### config.mk
export PLATFORM = sky130hd
export DESIGN_NAME = mem_port_arbiter
export DESIGN_NICKNAME = d
export VERILOG_FILES = /design/src/rtl/mem_port_arbiter.sv
export SDC_FILE = /design/constraint.sdc
export NUM_CORES = 1
export LEC_CHECK = 0
export CAP_MARGIN = 10
export CORE_MARGIN = 4
export CORE_UTILIZATION = 40
export DETAILED_ROUTE_END_ITERATION = 6
export HOLD_SLACK_MARGIN = 0.1
export PLACE_DENSITY = 0.82
export REMOVE_ABC_BUFFERS = 1
export SLEW_MARGIN = 20
export SYNTH_ARGS = -nofsm -noshare
export SYNTH_HDL_FRONTEND = slang
export SYNTH_SLANG_ARGS = --single-unit
### constraint.sdc
create_clock -name clk -period 4.6 [get_ports clk]
set_clock_uncertainty 0.05 [all_clocks]
set_input_delay 0.69 -clock clk [delete_from_list [all_inputs] [get_ports clk]]
set_output_delay 0.69 -clock clk [all_outputs]
set_load 0.01 [all_outputs]
### src/rtl/mem_port_arbiter.sv
// Shares one single-ported memory between instruction fetch (IF) and load/store (MEM).
// MEM has priority, but only for a bounded streak of grants; an access that never gets bus_ack is aborted.
module mem_port_arbiter #(
  parameter int ADDR_W         = 32,
  parameter int DATA_W         = 32,
  parameter int TIMEOUT        = 15,
  parameter int MAX_MEM_STREAK = 4
) (
  input  logic              clk,
  input  logic              rst_n,
  input  logic              if_req,
  input  logic [ADDR_W-1:0] if_addr,
  output logic [DATA_W-1:0] if_rdata,
  output logic              if_valid,
  output logic              if_stall,
  input  logic              mem_req,
  input  logic              mem_we,
  input  logic [1:0]        mem_size,
  input  logic [ADDR_W-1:0] mem_addr,
  input  logic [DATA_W-1:0] mem_wdata,
  output logic [DATA_W-1:0] mem_rdata,
  output logic              mem_valid,
  output logic              mem_stall,
  output logic              bus_req,
  output logic              bus_we,
  output logic [1:0]        bus_size,
  output logic [ADDR_W-1:0] bus_addr,
  output logic [DATA_W-1:0] bus_wdata,
  input  logic              bus_ack,
  input  logic [DATA_W-1:0] bus_rdata,
  output logic              bus_error
);

  // state    | meaning
  // IDLE     | no access in flight; arbitration happens here
  // BUSY_IF  | fetch access on the bus, waiting for bus_ack
  // BUSY_MEM | load/store access on the bus, waiting for bus_ack
  typedef enum logic [1:0] {IDLE, BUSY_IF, BUSY_MEM} state_t;

  localparam int WAIT_W = $clog2(TIMEOUT + 1);
  localparam int STRK_W = $clog2(MAX_MEM_STREAK + 1);
  localparam logic [WAIT_W-1:0] WAIT_LAST = WAIT_W'(TIMEOUT - 1);
  localparam logic [STRK_W-1:0] STRK_MAX  = STRK_W'(MAX_MEM_STREAK);

  state_t              state, state_nxt;
  logic [WAIT_W-1:0]   wait_cnt;
  logic [STRK_W-1:0]   streak;
  logic                if_pend, mem_pend;
  logic                grant_if, grant_mem, acked, expired;

  // A requester whose valid is high is stale this cycle and must not be re-granted.
  assign if_pend   = if_req & ~if_valid;
  assign mem_pend  = mem_req & ~mem_valid;
  assign if_stall  = if_req & ~if_valid;
  assign mem_stall = mem_req & ~mem_valid;

  always_ff @(posedge clk or negedge rst_n) begin
    if (!rst_n) state <= IDLE;
    else        state <= state_nxt;
  end

  always_comb begin
    state_nxt = state;
    case (state)
      IDLE: begin
        if (grant_if)       state_nxt = BUSY_IF;
        else if (grant_mem) state_nxt = BUSY_MEM;
      end
      default: begin
        if (acked | expired) state_nxt = IDLE;
      end
    endcase
  end

  // IF yields to a raw mem_req (even a just-served one) so MEM can build up its streak.
  always_comb begin
    grant_if  = 1'b0;
    grant_mem = 1'b0;
    acked     = 1'b0;
    expired   = 1'b0;
    bus_req   = 1'b0;
    case (state)
      IDLE: begin
        grant_if  = if_pend & (~mem_req | (streak == STRK_MAX));
        grant_mem = ~grant_if & mem_pend;
      end
      BUSY_IF, BUSY_MEM: begin
        bus_req = 1'b1;
        acked   = bus_ack;
        expired = ~bus_ack & (wait_cnt == WAIT_LAST);
      end
      default: ;
    endcase
  end

  always_ff @(posedge clk or negedge rst_n) begin
    if (!rst_n) begin
      bus_we    <= 1'b0;
      bus_size  <= 2'b00;
      bus_addr  <= '0;
      bus_wdata <= '0;
      wait_cnt  <= '0;
      streak    <= '0;
    end else begin
      if (grant_if) begin
        bus_we    <= 1'b0;
        bus_size  <= 2'b10;
        bus_addr  <= if_addr;
        bus_wdata <= '0;
        wait_cnt  <= '0;
        streak    <= '0;
      end else if (grant_mem) begin
        bus_we    <= mem_we;
        bus_size  <= mem_size;
        bus_addr  <= mem_addr;
        bus_wdata <= mem_wdata;
        wait_cnt  <= '0;
        if (!if_pend)                streak <= '0;
        else if (streak != STRK_MAX) streak <= streak + STRK_W'(1);
      end else if (bus_req && !bus_ack) begin
        wait_cnt <= wait_cnt + WAIT_W'(1);
      end
    end
  end

  always_ff @(posedge clk or negedge rst_n) begin
    if (!rst_n) begin
      if_valid  <= 1'b0;
      mem_valid <= 1'b0;
      if_rdata  <= '0;
      mem_rdata <= '0;
      bus_error <= 1'b0;
    end else begin
      if_valid  <= (state == BUSY_IF) & (acked | expired);
      mem_valid <= (state == BUSY_MEM) & (acked | expired);
      if (state == BUSY_IF) begin
        if (acked)        if_rdata <= bus_rdata;
        else if (expired) if_rdata <= '0;
      end
      if (state == BUSY_MEM) begin
        if (acked && !bus_we) mem_rdata <= bus_rdata;
        else if (expired)     mem_rdata <= '0;
      end
      if (expired) bus_error <= 1'b1;
    end
  end

endmodule

==> metrics.md <==
| Metric | Value |
|---|---|
| Antenna-violating nets left | `0` |
| Skew-Pair Late Insertion Delay | `410 ps` |
| Number of global-route vias before repair | `5457` |
| Status | `completed` |
| Dominant synthesized flop cell | `dfrtp_1` |
| Yosys reg bits | `143` |
| Routed wire length | `18800 µm` |
| Setup crit end kind | `output pin` |
| # hold bufs at CTS | `0` |
| Post-CTS setup buffers | `0` |
| Post-CTS sizing | `0` |
| Max-cap violations | `0` |
| Top cell type's share of synthesized area | `59.7%` |
| Crit path launch type | `input port` |
| Max-slew violations | `0` |
| DR pass1 iterations | `4` |
| Largest family of logic cells by synthesized area | `compound AO/OA/AOI/OAI gates` |
| Initial DRC Count | `360` |
| CTS tree | `yes` |
| RSZ-0062 raised after global routing | `false` |
| Filler cell count | `1155` |
| Clock network fraction of total power | `23.2%` |
| Count leader, synth | `dfrtp_1` |
| Internal Pwr Total | `4.28 mW` |
| Crit path DAT | `2230 ps` |
| Nets | `947` |
| Top cell by count, worst path | `clkdlybuf4s50_1` |
| Worst IR Drop VDD | `0.399 mV` |
| Clock Pin Slew Worst Setup and Hold Paths | `60 ps` |
| Antenna cells | `0` |
| Switching share of total power | `32.6%` |
| Yosys warns | `0` |
| Mean Syn Cell Area | `10.9 µm²` |
| Seq/Total Area, Yosys | `59.7%` |
| Post-synthesis mux area share | `0.167%` |
| GR Overflow Total | `0` |
| Share of post-route cells with drive strength above 1 | `6.37%` |
| Highest Clock Rate | `0.336 GHz` |
| Routed WL per cell | `18.8 µm` |
| First-pass GRT wire length | `29200 µm` |
| Routability cong. | `0.788` |
| P&R area growth vs syn | `57.3%` |
| Via density | `5.32` |
| Cell variety after synth | `35` |
| CTS root buffer | `clkbuf_16` |
| Horiz. Die Dim | `130 µm` |
| Most frequent cells after synthesis | `dfrtp_1, nand2_1, a21oi_1, o21ai_0` |
| Post-route DRC violation count | `0` |
| Crit-path cells | `clkdlybuf4s50_1 > nor2b_4 > clkdlybuf4s50_1` |
| Pleak | `4.06 nW` |
| Seq pwr share | `33.9%` |
| Largest net degree at the start of global routing | `73` |
| Leading cell types by total area after synthesis | `dfrtp_1, nand2_1, a221o_1, a22o_1, and4_1` |
| Total core area | `14600 µm²` |
| Post-Synthesis Cells | `549` |
| Cell Pwr Density | `674 nW/µm²` |
| CTS Sinks | `143` |
| Setup TNS | `0 ps` |
| Fin crit period | `2970 ps` |
| Period utilization | `64.7%` |
| Total clock buffers created by CTS | `17` |
| Synthesized area | `5990 µm²` |
| Crit-path max FO | `20` |
| CTS max path bufs | `2` |
| Number of enable flip-flop cells after synthesis | `0` |
| GRT Overall Usage | `22.0%` |
| Hold_ws | `215 ps` |
| DIE HEIGHT | `130 µm` |
| Post-layout util | `64.6%` |
| Max incr delay on CP | `630 ps` |
| Hold Vio Cnt, Final | `0` |
| Rel. slew slack | `38.3%` |
| Initial antenna violation count | `0` |
| Min-Delay Path Class | `in2async` |
| H-tree levels | `4` |
| Psw | `2.07 mW` |
| Actual slew at the worst max-slew pin | `926 ps` |
| Synth Area in XOR/XNOR | `0.292%` |
| Number of port buffers | `272` |
| Routed via count | `5324` |
| Worst EP required | `3860 ps` |
| Area share of fa/ha/maj cells after synthesis | `1.46%` |
| Area leader, netlist | `dfrtp_1` |
| Final setup vio count | `0` |
| Fraction of registers with async set/reset | `100%` |
| Simple-Gate Fraction of Synth Area | `16.2%` |
| Io pins | `273` |
| Critical path class | `in2out` |
| Gate power share | `42.8%` |
| # rows | `44` |
| Die area | `17000 µm²` |
| Critical Path Slowest Stage Cell | `clkdlybuf4s50_1` |
| Hpwl dp | `13200 µm` |
| Starting Density | `41.1%` |
| Complex-gate fraction of the synthesized area | `17.4%` |
metrics by stage:
stage          instances  total power [mW]  cell area [µm²]  worst slack (ps)
4_1_cts             1000              6.42             9430              1610
3_5_place_dp         969              4.91             8790              1620
2_1_floorplan        500              3.28             5740              1310
6_report            1000              6.35             9430              1630
5_1_grt             1000              6.72             9430              1560
3_3_place_gp         969              4.83             8790              1620
cell usage in the layout, fill, tap and decap left out, types with 7 or more instances in the layout:
cell type	instances
buf_4	13
dfrtp_1	143
inv_1	8
nand2_1	139
ha_1	7
clkbuf_16	17
and4_1	32
a22o_1	32
clkdlybuf4s50_1	271
a21oi_1	37
a221o_1	32
o21ai_0	34
power groups by stage:
stage | clock network (mW) | logic, mW | registers [mW]
3_5_place_dp | 0 | 2.75 | 2.16
4_1_cts | 1.50 | 2.76 | 2.16
2_1_floorplan | 0 | 0.904 | 2.38
5_1_grt | 1.56 | 2.94 | 2.22
3_3_place_gp | 0 | 2.69 | 2.14
6_report | 1.47 | 2.72 | 2.15
critical path, delay by kind of cell:
family	cells	cell delay [ps]
buf+inv	2	1130
simple gates	1	410
kinds of logic (layout without fill, tap and decap cells):
group	Yosys count	after routing
buf+inv	57	324
flops	143	143
compound gates	143	143
simple gates	196	196
mux	1	1
xor+xnor	2	2
fa+ha+maj	7	7
final cells by class:
cell class / instances / area [µm²] / area share, %
multi-input cells: 349 / 2130 / 22.6
inverters: 8 / 30.0 / 0.319
clock inverters: 9 / 156 / 1.66
repair buffers: 285 / 2820 / 29.9
flip-flops and latches: 143 / 3580 / 38.0
clock buffers: 22 / 474 / 5.03
well taps: 184 / 230 / 2.44
per-layer routing:
metal / vias to the layer above / wire length, µm / global-route usage, % / share of wire (%)
li1: 2476 / - / - / -
met1: 2583 / 7430 / 27.0 / 39
met2: 224 / 9210 / 36.2 / 49
met3: 41 / 1610 / 6.91 / 8.5
met4: 0 / 581 / 9.26 / 3.1
met5: - / 0 / 0 / 0
final timing paths:
kind	start	endpoint	slack (ps)	depth (start not counted)
min in group clk	bus_error	bus_error	440	1
setup reg to reg	state[1]	mem_rdata[2]	2200	6
hold / removal	rst_n	if_rdata[4]	220	1
max in group asynchronous	rst_n	state[1]	3330	2
setup / recovery	if_req	if_stall	1630	3
hold reg to reg	bus_error	bus_error	440	1
state kept, by name (all words and copies together) (netlist names):
register   flops
bus_wdata     32
bus_we         1
wait_cnt       4
bus_addr      32
mem_valid      1
bus_size       2
if_valid       1
state          2
bus_error      1
streak         3
mem_rdata     32
if_rdata      32
Power figures use the tool's default switching activity.
